--- config.mk ---
export PLATFORM = sky130hd
export DESIGN_NAME = keypad_emulator
export DESIGN_NICKNAME = d
export VERILOG_FILES = /design/src/rtl/keypad_emulator.sv
export SDC_FILE = /design/constraint.sdc
export NUM_CORES = 1
export LEC_CHECK = 0
export CAP_MARGIN = 5
export CELL_PAD_IN_SITES_DETAIL_PLACEMENT = 1
export CELL_PAD_IN_SITES_GLOBAL_PLACEMENT = 2
export CORE_MARGIN = 2
export CORE_UTILIZATION = 30
export DETAILED_ROUTE_END_ITERATION = 12
export PLACE_DENSITY_LB_ADDON = 0.1
export REMOVE_ABC_BUFFERS = 1
export SYNTH_ARGS = -nofsm -noshare
export SYNTH_HDL_FRONTEND = slang
export SYNTH_SLANG_ARGS = --single-unit
--- constraint.sdc ---
create_clock -name clk -period 3.6 [get_ports clk]
set_clock_uncertainty 0.15 [all_clocks]
set_input_delay 0.54 -clock clk [delete_from_list [all_inputs] [get_ports clk]]
set_output_delay 0.54 -clock clk [all_outputs]
set_load 0.1 [all_outputs]
--- src/rtl/keypad_emulator.sv ---
// -----------------------------------------------------------------------------
// keypad_emulator
//
// Purpose:
//   Emulates one key of a 4x4 matrix keypad so a column-scanning keypad decoder
//   can be exercised without a physical keypad. A key code is accepted over a
//   valid/ready handshake. The emulator then closes the contact, optionally with
//   a bounce phase, holds it closed and then releases it. It reports completion
//   with a one-cycle done pulse. While the contact is closed, the key's row is
//   pulled low whenever the decoder drives that key's column low.
//
// Key map (row, col), C1..C4 from left to right:
//   R1: 1 2 3 A   R2: 4 5 6 B   R3: 7 8 9 C   R4: 0 F E D
//   Bit mapping: row[3]=R1 .. row[0]=R4, col[3]=C1 .. col[0]=C4.
//
// Ports:
//   clk        in   1  system clock
//   rst        in   1  asynchronous, active-low reset
//   key_valid  in   1  key_code is valid
//   key_code   in   4  hex key value to press
//   key_ready  out  1  high only in IDLE; a transfer happens on key_valid && key_ready
//   cancel     in   1  abort the current press (ignored in IDLE and RELEASE)
//   col        in   4  active-low column drive from the decoder
//   row        out  4  active-low row response, 4'b1111 when idle
//   pressed    out  1  current contact state (1 = closed)
//   busy       out  1  inverse of key_ready
//   done       out  1  one-cycle pulse on the first IDLE cycle after RELEASE
// -----------------------------------------------------------------------------
module keypad_emulator #(
  parameter int CNT_W          = 27,
  parameter int BOUNCE_CYCLES  = 64,
  parameter int BOUNCE_TOGGLE  = 4,
  parameter int HOLD_CYCLES    = 500000,
  parameter int RELEASE_CYCLES = 500000
) (
  input  logic       clk,
  input  logic       rst,
  input  logic       key_valid,
  input  logic [3:0] key_code,
  output logic       key_ready,
  input  logic       cancel,
  input  logic [3:0] col,
  output logic [3:0] row,
  output logic       pressed,
  output logic       busy,
  output logic       done
);

  typedef enum logic [1:0] {
    IDLE    = 2'd0,
    BOUNCE  = 2'd1,
    HOLD    = 2'd2,
    RELEASE = 2'd3
  } state_t;

  // Terminal counter values: a phase of N cycles ends when cnt reaches N-1.
  localparam bit               HAS_BOUNCE   = (BOUNCE_CYCLES > 0);
  localparam logic [CNT_W-1:0] BOUNCE_LAST  = CNT_W'(HAS_BOUNCE ? BOUNCE_CYCLES - 1 : 0);
  localparam logic [CNT_W-1:0] TOGGLE_LAST  = CNT_W'(BOUNCE_TOGGLE - 1);
  localparam logic [CNT_W-1:0] HOLD_LAST    = CNT_W'(HOLD_CYCLES - 1);
  localparam logic [CNT_W-1:0] RELEASE_LAST = CNT_W'(RELEASE_CYCLES - 1);

  // Target of key code 0 (R4, C1); the reset value of the stored key.
  localparam logic [3:0] ROW_OF_KEY0 = 4'b0001;
  localparam logic [3:0] COL_OF_KEY0 = 4'b1000;

  state_t           state_reg, state_next;
  logic [CNT_W-1:0] cnt_reg, cnt_next, cnt_inc;
  // Bounce timing: sub counts cycles within one contact level and phase
  // flips every BOUNCE_TOGGLE cycles. This gives the (cnt / BOUNCE_TOGGLE)
  // parity without needing a divider.
  logic [CNT_W-1:0] sub_reg, sub_next;
  logic             phase_reg, phase_next;
  logic [3:0]       trow_reg, trow_next;   // one-hot target row (bit3 = R1)
  logic [3:0]       tcol_reg, tcol_next;   // one-hot target column (bit3 = C1)
  logic             pressed_next;
  logic [3:0]       row_next;
  logic             done_next;

  // Decode a key code into {one-hot row, one-hot column}.
  function automatic logic [7:0] decode_key(input logic [3:0] k);
    logic [7:0] rc;
    case (k)
      4'h1:    rc = {4'b1000, 4'b1000};
      4'h2:    rc = {4'b1000, 4'b0100};
      4'h3:    rc = {4'b1000, 4'b0010};
      4'hA:    rc = {4'b1000, 4'b0001};
      4'h4:    rc = {4'b0100, 4'b1000};
      4'h5:    rc = {4'b0100, 4'b0100};
      4'h6:    rc = {4'b0100, 4'b0010};
      4'hB:    rc = {4'b0100, 4'b0001};
      4'h7:    rc = {4'b0010, 4'b1000};
      4'h8:    rc = {4'b0010, 4'b0100};
      4'h9:    rc = {4'b0010, 4'b0010};
      4'hC:    rc = {4'b0010, 4'b0001};
      4'h0:    rc = {4'b0001, 4'b1000};
      4'hF:    rc = {4'b0001, 4'b0100};
      4'hE:    rc = {4'b0001, 4'b0010};
      default: rc = {4'b0001, 4'b0001};  // 4'hD
    endcase
    return rc;
  endfunction

  // The counter saturates instead of wrapping.
  assign cnt_inc = (cnt_reg == '1) ? cnt_reg : cnt_reg + 1'b1;

  always_comb begin
    state_next = state_reg;
    cnt_next   = cnt_inc;
    sub_next   = sub_reg;
    phase_next = phase_reg;
    trow_next  = trow_reg;
    tcol_next  = tcol_reg;
    done_next  = 1'b0;

    case (state_reg)
      IDLE: begin
        cnt_next = '0;
        // cancel is deliberately not looked at here: an accept always wins.
        if (key_valid) begin
          {trow_next, tcol_next} = decode_key(key_code);
          sub_next   = '0;
          phase_next = 1'b0;
          state_next = HAS_BOUNCE ? BOUNCE : HOLD;
        end
      end

      BOUNCE: begin
        if (cancel) begin
          state_next = RELEASE;
          cnt_next   = '0;
        end else if (cnt_reg == BOUNCE_LAST) begin
          state_next = HOLD;
          cnt_next   = '0;
        end else if (sub_reg == TOGGLE_LAST) begin
          sub_next   = '0;
          phase_next = ~phase_reg;
        end else begin
          sub_next = sub_reg + 1'b1;
        end
      end

      HOLD: begin
        if (cancel || (cnt_reg == HOLD_LAST)) begin
          state_next = RELEASE;
          cnt_next   = '0;
        end
      end

      default: begin  // RELEASE
        if (cnt_reg == RELEASE_LAST) begin
          state_next = IDLE;
          cnt_next   = '0;
          done_next  = 1'b1;
        end
      end
    endcase

    // The contact level is derived from the next state, so that pressed is
    // already correct on the cycle in which the new state is entered. The
    // bounce phase starts with the contact closed.
    case (state_next)
      BOUNCE:  pressed_next = ~phase_next;
      HOLD:    pressed_next = 1'b1;
      default: pressed_next = 1'b0;
    endcase

    // The row is pulled low when the target column is among the low columns
    // (wired-AND behaviour of a real matrix).
    row_next = (pressed_next && |(~col & tcol_next)) ? ~trow_next : 4'b1111;
  end

  always_ff @(posedge clk or negedge rst) begin
    if (!rst) begin
      state_reg <= IDLE;
      cnt_reg   <= '0;
      sub_reg   <= '0;
      phase_reg <= 1'b0;
      trow_reg  <= ROW_OF_KEY0;
      tcol_reg  <= COL_OF_KEY0;
      pressed   <= 1'b0;
      row       <= 4'b1111;
      done      <= 1'b0;
    end else begin
      state_reg <= state_next;
      cnt_reg   <= cnt_next;
      sub_reg   <= sub_next;
      phase_reg <= phase_next;
      trow_reg  <= trow_next;
      tcol_reg  <= tcol_next;
      pressed   <= pressed_next;
      row       <= row_next;
      done      <= done_next;
    end
  end

  assign key_ready = (state_reg == IDLE);
  assign busy      = ~key_ready;

endmodule

==> results of run 1 <==
-- area by class of cell --
type	count	area, µm²
timing repair buffer	27	243
inverter	15	56.3
tap	172	215
clock buffer	16	282
sequential	71	1780
fill	1494	8110
multi-input combinational	326	2030
-- critical path, cell delays in order, from the launching register on --
cell and delay, ns:
dfrtp_1 0.42, nor4_1 0.34, nand4_1 0.34, nor3_2 0.39, nor3_1 0.08, nor3_1 0.23
a21oi_1 0.07, ha_1 0.23, a2111oi_2 0.51, a2111oi_4 0.13, nand2_1 0.11
-- kinds of logic (layout without fill, tap and decap cells) --
logic type / count (synthesis) / after routing
muxes: 6 / 6
DFF: 71 / 71
AOI/OAI and AO/OA: 65 / 65
and+or+nand+nor: 205 / 205
xor gates and xnor gates: 42 / 42
adders and majority gates: 8 / 8
buffers and inverters: 30 / 58
-- routing by layer --
| layer | wire length [µm] | vias up | track usage |
|---|---|---|---|
| met5 | 0 | - | 0 |
| met4 | 225 | 0 | 0.0662 |
| met3 | 315 | 13 | 0.0415 |
| met2 | 5220 | 43 | 0.266 |
| met1 | 4840 | 1627 | 0.202 |
| li1 | - | 1545 | - |
-- power groups by stage --
stage	Clock (µW)	Combinational [µW]	Sequential (µW)
final	851	237	930
after floorplan	0	160	929
after detailed placement	0	241	945
after global routing	908	278	941
after CTS	883	243	931
after global placement	0	236	943
-- through the flow --
step / power [µW] / worst slack [ns] / instance area, µm² / cells / hold WS, ns
6_report: 2020 / 0.522 / 4610 / 627 / 0.193
5_1_grt: 2130 / 0.134 / 4610 / 627 / 0.265
4_1_cts: 2060 / 0.402 / 4610 / 627 / 0.242
3_5_place_dp: 1190 / 0.426 / 4330 / 611 / 0.349
3_3_place_gp: 1180 / 0.500 / 4330 / 611 / 0.334
2_1_floorplan: 1090 / 0.189 / 3870 / 412 / 0.0944
-- path summary, 6_finish.rpt --
kind / slack (ns) / endpoint / depth (start not counted) / from
worst max-delay path: 0.52 / row[1]$_DFF_PN1_ / 10 / cnt_reg[19]$_DFF_PN0_
worst min-delay path: 0.19 / tcol_reg[2]$_DFF_PN0_ / 1 / rst
worst max register to register: 0.52 / row[1]$_DFF_PN1_ / 10 / cnt_reg[19]$_DFF_PN0_
worst min register to register: 0.36 / tcol_reg[2]$_DFF_PN0_ / 1 / tcol_reg[2]$_DFF_PN0_
max in group asynchronous: 2.48 / cnt_reg[1]$_DFF_PN0_ / 1 / rst
min in group clk: 0.36 / tcol_reg[2]$_DFF_PN0_ / 1 / tcol_reg[2]$_DFF_PN0_
-- cell usage in the layout, fill, tap and decap left out, types with 5 or more instances in the layout --
master	n
nor2_1	67
dfrtp_1	65
nand2_1	39
xnor2_1	30
nand3_1	22
a21oi_1	17
clkdlybuf4s50_1	16
inv_1	15
nand4_1	13
xor2_1	12
nor4_1	11
o21ai_0	11
buf_4	11
a211oi_1	10
nor3_1	9
and3_1	9
clkbuf_16	9
o31ai_1	8
ha_1	8
nor2b_1	6
dfstp_2	6
nand2b_1	5
-- what timing repair did --
action                                 in CTS  in global routing
endpoints found under the hold margin       0                  0
setup endpoints to repair                   0                  1
buffers inserted                            0                  0
resized for setup                           0                  1
==> results.yml, run 1 <==
sta:
  timing.setup.tns_ns: 0
  fmax_ghz: 0.325
  slew_headroom: 0.350
  final_max_slew_viol_count: 0
  min_period_ns: 3.08
  finalHoldViolCount: 0
  tightest_slew_ns: 0.972
  setup_viol: 0
  rsz0062_at_grt: "false"
  finalCritPeriodShare: 0.855
synthesis:
  syn_avg_cell_area_um2: 9.22
  yosys.area_share.simple: 0.261
  synth_flop_cell: "dfrtp_1"
  yosysTopAreaCellShare: 0.413
  yosysTopAreaCell: "dfrtp_1"
  yosysWarnings: 0
  ys_top_cells_by_area: "dfrtp_1 41%, xnor2_1 6.7%, nor2_1 6.4%"
  syn_inst: 427
  synth-edff-count: 0
  synth_common_cells: "67 x nor2_1, 65 x dfrtp_1, 39 x nand2_1, 30 x xnor2_1, 22 x nand3_1"
  synth_top_family_by_area: "simple AND/OR/NAND/NOR gates"
  synth_most_common_cell: "nor2_1"
  netlist_area_mm2: 0.00394
  async_flop_share: 1.00
  synthAdderAreaFrac: 0.0254
  synth.distinct_cells: 54
  synth_compound_area_frac: 0.116
  ys_seq_area_frac: 0.453
  synth.ff_latch_count: 71
  synthXorXnorAreaFrac: 0.0935
  synth_mux_area_frac: 0.0191
clocking:
  tritoncts: "done"
  hold_buffers: 0
  clkLatencyLatePin_ns: 0.34
  clkTransAtPathRegs_ns: 0.06
  ctsLongestPathBuffers: 2
  cts_root_buffer: "clkbuf_16"
  clock_sinks: 71
  h-tree-depth: 3
  numCtsBuffers: 9
pwr:
  powerDensity_mw_per_mm2: 437
  switching_share: 0.261
  switchingPower_uw: 527
  ir_worst_vdd_mv: 0.336
  p_leak_uw: 0.00189
  p_clk_frac: 0.422
  comb_power_share: 0.118
  p_int_uw: 1490
  seqPwrFrac: 0.461
detailed_routing:
  routedWlPerCell_um: 16.9
  routed_wl_um: 10600
  drc: 0
  avgViaCountPerCell: 5.15
  first_pass_iters: 4
  ant_nets: 0
  vias: 3228
  drt_iter0_drc: 94
grt:
  grt_pass1_vias: 3417
  grt_max_degree: 72
  grt_pass1_wl_um: 17900
  grt_antenna_before_repair: 0
  overflow: 0
  grt_use_total: 0.162
die:
  ios: 20
  dieWidth_um: 119
  rows: 41
  initial_core_util: 0.309
  core-area_mm2: 0.0127
  die_area_mm2: 0.0141
  die_y_um: 119
placed_design:
  numPortBuffers: 19
  dpl.hpwl_um: 7620
  gp_congestion: 0.767
min_path:
  hold_class: "in2async"
finish:
  fin_util: 0.363
  syn2layout_area_growth_pct: 17.2
  nNetsFinal: 470
  diodes: 0
  drive_above_1_share: 0.0967
run:
  max_cap_viol_count: 0
setup_path:
  cp.required_ns: 3.72
  critPathLaunchType: "flip-flop"
  arrival_ns: 3.20
  end_kind: "flip-flop"
  crit_fanout: 6
  critPathKind: "reg2reg"
status:
  status: "finished clean"
Power figures use the tool's default switching activity.
==> run 2, diff against run 1 <==
--- a/config.mk
+++ b/config.mk
@@ -9,7 +9,7 @@
 export CELL_PAD_IN_SITES_DETAIL_PLACEMENT = 1
 export CELL_PAD_IN_SITES_GLOBAL_PLACEMENT = 2
 export CORE_MARGIN = 2
-export CORE_UTILIZATION = 30
+export CORE_UTILIZATION = 38
 export DETAILED_ROUTE_END_ITERATION = 12
 export PLACE_DENSITY_LB_ADDON = 0.1
 export REMOVE_ABC_BUFFERS = 1
==> run 2 against run 1 <==
Sequential cell count unchanged; highest routed layer unchanged; critical endpoint is now row[3]$_DFF_PN1_; register-to-register slack got worse by 0.09 ns; clock power decreased by 13%; power decreased by 5.6%; routed wire length decreased by 7.8%; global-route usage increased by 2.9 points; fmax decreased by 2.9%; non-clock buffer count decreased by 2.
==> results.yml, run 2 (synthesis gave the netlist of run 1 again) <==
placed_design:
  numPortBuffers: 19
  place_inst: 573
  dpl.hpwl_um: 7020
  gp_congestion: 0.793
setup_path:
  end_kind: "flip-flop"
  cp_slowest_cell: "dfrtp_1"
  critPathKind: "reg2reg"
  critPathLaunch: "cnt_reg[6]$_DFF_PN0_"
  critPathLaunchType: "flip-flop"
  regToRegStartpoint: "cnt_reg[6]$_DFF_PN0_"
  path_common_cell: "nor3_1"
  arrival_ns: 3.30
  crit_fanout: 6
  cpPeakStageDelay_ns: 0.46
  path_cells: "nor4_1, nand4_1, nor3_2, nor3_1, nor3_1, a21o_1, ha_1, a21oi_1, a2111oi_4, nand2_1"
  cp.required_ns: 3.73
die:
  initial_core_util: 0.386
  dieWidth_um: 106
  core-area_mm2: 0.0102
  die_area_mm2: 0.0112
  ios: 20
  die_y_um: 106
  rows: 37
clocking:
  numCtsBuffers: 9
  hold_buffers: 0
  cts_root_buffer: "clkbuf_8"
  h-tree-depth: 3
  cts_setup_buffers: 0
  clkTransAtPathRegs_ns: 0.08
  tritoncts: "done"
  clock_sinks: 71
  ctsLongestPathBuffers: 2
  clkLatencyLatePin_ns: 0.36
sta:
  setup_viol: 0
  timing.setup.tns_ns: 0
  min_period_ns: 3.17
  slew_headroom: 0.344
  rsz0062_at_grt: "false"
  finalHoldViolCount: 0
  tightest_slew_ns: 0.982
  final_max_slew_viol_count: 0
  fmax_ghz: 0.315
  finalCritPeriodShare: 0.881
finish:
  drive_above_1_share: 0.102
  final_common_cell: "nor2_1"
  syn2layout_area_growth_pct: 14.4
  fin_cells: 589
  diodes: 0
  most-common-layout-cells: "67 x nor2_1, 65 x dfrtp_1, 39 x nand2_1"
  nNetsFinal: 468
status:
  status: "finished clean"
run:
  max_cap_viol_count: 0
grt:
  grt_pass1_wl_um: 16700
  grt_antenna_before_repair: 0
  overflow: 0
  grt_max_degree: 72
  grt_pass1_vias: 3369
  grt_use_total: 0.191
pwr:
  powerDensity_mw_per_mm2: 423
  p_leak_uw: 0.00185
  ir_worst_vdd_mv: 0.238
min_path:
  hold_class: "in2async"
detailed_routing:
  avgViaCountPerCell: 5.43
  routedWlPerCell_um: 16.6
  first_pass_iters: 4
  ant_nets: 0
  drt_iter0_drc: 73
  routed_wl_um: 9780
  drc: 0
  vias: 3199
[run 2: worst max-delay path, delay by kind of cell, from the launching register on]
family                   cells  cell delay [ns]
AO/OA/AOI/OAI                3             0.73
AND/OR/NAND/NOR              6             1.55
adder cells (fa/ha/maj)      1             0.19
flip-flops                   1             0.46
[run 2: cell type report]
cell class	instances	area [µm²]
clock buffers	10	138
clock inverters	6	92.6
fillers	1208	5680
inverters	15	56.3
multi-input cells	326	2030
flip-flops and latches	71	1780
well taps	136	170
repair buffers	25	228
[run 2: path summary, 6_finish.rpt]
kind	end	slack [ns]	cells after the start
setup / recovery	row[3]$_DFF_PN1_	0.43	10
setup reg to reg	row[3]$_DFF_PN1_	0.43	10
hold / removal	trow_reg[1]$_DFF_PN0_	0.16	1
max in group asynchronous	sub_reg[2]$_DFFE_PN0P_	2.54	1
hold reg to reg	trow_reg[3]$_DFF_PN0_	0.35	2
min in group clk	trow_reg[3]$_DFF_PN0_	0.35	2
[run 2: power breakdown]
group / leakage [µW] / total [µW] / switching [µW] / internal (µW)
combinational: 0.000800 / 235 / 132 / 103
clock: 0.000109 / 743 / 330 / 412
sequential: 0.000943 / 928 / 66.0 / 862
[run 2: layer usage]
metal,global-route usage,vias up,share of wire
li1,-,1546,-
met1,0.235,1614,0.46
met2,0.332,28,0.50
met3,0.0390,11,0.024
met4,0.0648,0,0.014
met5,0,-,0
[run 2: per-stage QoR]
stage / total power (µW) / util / hold WS (ns) / setup slack [ns] / cell area (µm²)
after floorplan: 1090 / - / 0.0944 / 0.189 / 3870
after global placement: 1170 / 0.419 / 0.328 / 0.420 / 4270
after detailed placement: 1180 / 0.419 / 0.329 / 0.288 / 4270
after CTS: 1930 / 0.442 / 0.196 / 0.282 / 4500
after global routing: 2010 / 0.442 / 0.226 / 0.0504 / 4500
final: 1910 / 0.442 / 0.157 / 0.429 / 4500
[run 2: what timing repair did]
item | 4_1_cts | 5_1_grt
endpoints found under the setup margin | 0 | 4
endpoints found under the hold margin | 0 | 0
resized for setup | 0 | 1
==> run 3, diff against run 2 <==
--- a/config.mk
+++ b/config.mk
@@ -9,7 +9,7 @@
 export CELL_PAD_IN_SITES_DETAIL_PLACEMENT = 1
 export CELL_PAD_IN_SITES_GLOBAL_PLACEMENT = 2
 export CORE_MARGIN = 2
-export CORE_UTILIZATION = 38
+export CORE_UTILIZATION = 34
 export DETAILED_ROUTE_END_ITERATION = 12
 export PLACE_DENSITY_LB_ADDON = 0.1
 export REMOVE_ABC_BUFFERS = 1
==> constraint.sdc (replaced) <==
create_clock -name clk -period 2.8 [get_ports clk]
set_clock_uncertainty 0.15 [all_clocks]
set_input_delay 0.42 -clock clk [delete_from_list [all_inputs] [get_ports clk]]
set_output_delay 0.42 -clock clk [all_outputs]
set_load 0.1 [all_outputs]
==> run 3 against run 2 <==
Combinational power up 86%; hold slack improved by 0.20 ns; critical path depth grew 1; die area is 11% higher; fmax increased by 16%; cell area up 11%; register-to-register slack lost 0.36 ns; routed wire length grew 9.0%; power rose by 37%; sequential cell count is the same; clock power increased by 35%; critical endpoint is now row[2]$_DFF_PN1_.
==> results.yml, run 3 (synthesis gave the netlist of run 1 again) <==
finish:
  multiInputGateArea_mm2: 0.00215
  final_common_cell: "nor2_1"
  diodes: 0
  seq_area_mm2: 0.00178
  fin_cells: 637
  syn2layout_area_growth_pct: 26.4
  drive_above_1_share: 0.211
  nNetsFinal: 511
  nFillCells: 1310
  fin_util: 0.438
  most-common-layout-cells: "67 x nor2_1, 65 x dfrtp_1, 55 x buf_4"
setup_path:
  r2r_cells: 11
  cpPeakStageDelay_ns: 0.43
  cp-endpoint: "row[2]$_DFF_PN1_"
  critPathKind: "reg2reg"
  crit_fanout: 4
  cp.required_ns: 2.93
  reg2reg_to: "row[2]$_DFF_PN1_"
  critPathLaunchType: "flip-flop"
  arrival_ns: 2.86
  path_cells: "ha_2, and4_4, nand4_1, nor2_1, o21a_1, nor2_1, or2_2, ha_4, a2111oi_4, a2111oi_4, nand2_1"
  end_kind: "flip-flop"
  regToRegStartpoint: "cnt_reg[1]$_DFF_PN0_"
  reg2reg_slack_ns: 0.07
  cp_slowest_cell: "a2111oi_4"
  critPathLaunch: "cnt_reg[1]$_DFF_PN0_"
placed_design:
  gp_congestion: 0.769
  dpl.hpwl_um: 7800
  numPortBuffers: 19
  place_inst: 618
grt:
  grt_pass1_vias: 3445
  overflow: 0
  grt_antenna_before_repair: 0
  grt_pass1_wl_um: 17900
  grt_max_degree: 46
  grt_use_total: 0.182
detailed_routing:
  drc: 0
  ant_nets: 0
  avgViaCountPerCell: 5.29
  routedWlPerCell_um: 16.7
  vias: 3370
  routed_wl_um: 10700
  drt_iter0_drc: 138
  first_pass_iters: 4
clocking:
  cts_root_buffer: "clkbuf_16"
  h-tree-depth: 3
  clkTransAtPathRegs_ns: 0.05
  numCtsBuffers: 9
  tritoncts: "done"
  clkLatencyLatePin_ns: 0.34
  clock_sinks: 71
  ctsLongestPathBuffers: 2
sta:
  timing.setup.tns_ns: 0
  tightest_slew_ns: 0.615
  fmax_ghz: 0.366
  rsz0062_at_grt: "true"
  finalCritPeriodShare: 0.976
  whs_ns: 0.355
  finalHoldViolCount: 0
  min_period_ns: 2.73
  final_max_slew_viol_count: 0
  setup_viol: 0
  slew_headroom: 0.590
min_path:
  hold_class: "reg2reg"
pwr:
  ir_worst_vdd_mv: 0.382
  finalPower_uw: 2620
  powerDensity_mw_per_mm2: 526
  p_leak_uw: 0.00212
die:
  initial_core_util: 0.346
  die_y_um: 112
  core-area_mm2: 0.0114
  rows: 39
  dieWidth_um: 112
  die_area_mm2: 0.0125
  ios: 20
run:
  max_cap_viol_count: 0
status:
  status: "finished clean"
-- run 3: cell types whose count changed in the layout (fill, tap and decap cells not counted), sizes merged --
| cell | change |
|---|---|
| bufinv | -2 |
| clkinvlp | -2 |
| inv | -1 |
| clkbuf | +2 |
| dlygate4sd3 | +1 |
| buf | +48 |
| clkdlybuf4s50 | -6 |
| clkinv | +1 |
-- run 3: worst min-delay path by stage --
stage / start / end / slack (ns) / depth (start not counted)
finish: tcol_reg[2]$_DFF_PN0_ / tcol_reg[2]$_DFF_PN0_ / 0.35 / 1
global route: tcol_reg[2]$_DFF_PN0_ / tcol_reg[2]$_DFF_PN0_ / 0.37 / 1
CTS: tcol_reg[2]$_DFF_PN0_ / tcol_reg[2]$_DFF_PN0_ / 0.36 / 1
detailed placement: rst / trow_reg[2]$_DFF_PN0_ / 0.34 / 1
global placement: rst / trow_reg[2]$_DFF_PN0_ / 0.34 / 1
floorplan: rst / cnt_reg[0]$_DFF_PN0_ / -0.03 / 0
-- run 3: per-stage QoR --
stage	setup WS, ns	cell area, µm²
final	0.0683	4980
after global routing	-0.0730	4980
after CTS	0.0178	4850
after detailed placement	-0.109	4570
after global placement	-0.106	4570
after floorplan	-0.491	3870
-- run 3: final cells by class --
cell class                 instances  area share
clock buffer                      12      0.0475
inverter                          15      0.0113
timing repair buffer              68       0.113
tap                              143      0.0360
multi-input combinational        326       0.431
clock inverter                     2     0.00201
sequential                        71       0.359
-- run 3: critical path: cells and delay by family (launching register included) --
family          cells  cell delay, ns
compound gates      3            0.67
fa+ha+maj           2            0.39
flops               1            0.38
simple gates        6            1.06
-- run 3: per-layer routing --
metal	up-vias	routed length, µm	track usage
li1	1632	-	-
met2	32	5200	0.300
met1	1694	5020	0.240
met3	12	224	0.0299
met5	-	0	0
met4	0	207	0.0765
-- run 3: timing repair --
item / in CTS / in global routing
hold buffers: 1 / 0
pin swaps: 3 / 13
setup buffers: 1 / 4
gates resized for setup: 2 / 20
setup endpoints to repair: 4 / 5
hold endpoints to repair: 38 / 0
-- run 3: where the power goes --
group	switching [µW]	total, µW	internal [µW]
registers	64.8	1180	1110
clock network	417	1000	587
logic	220	436	215
total	702	2620	1910
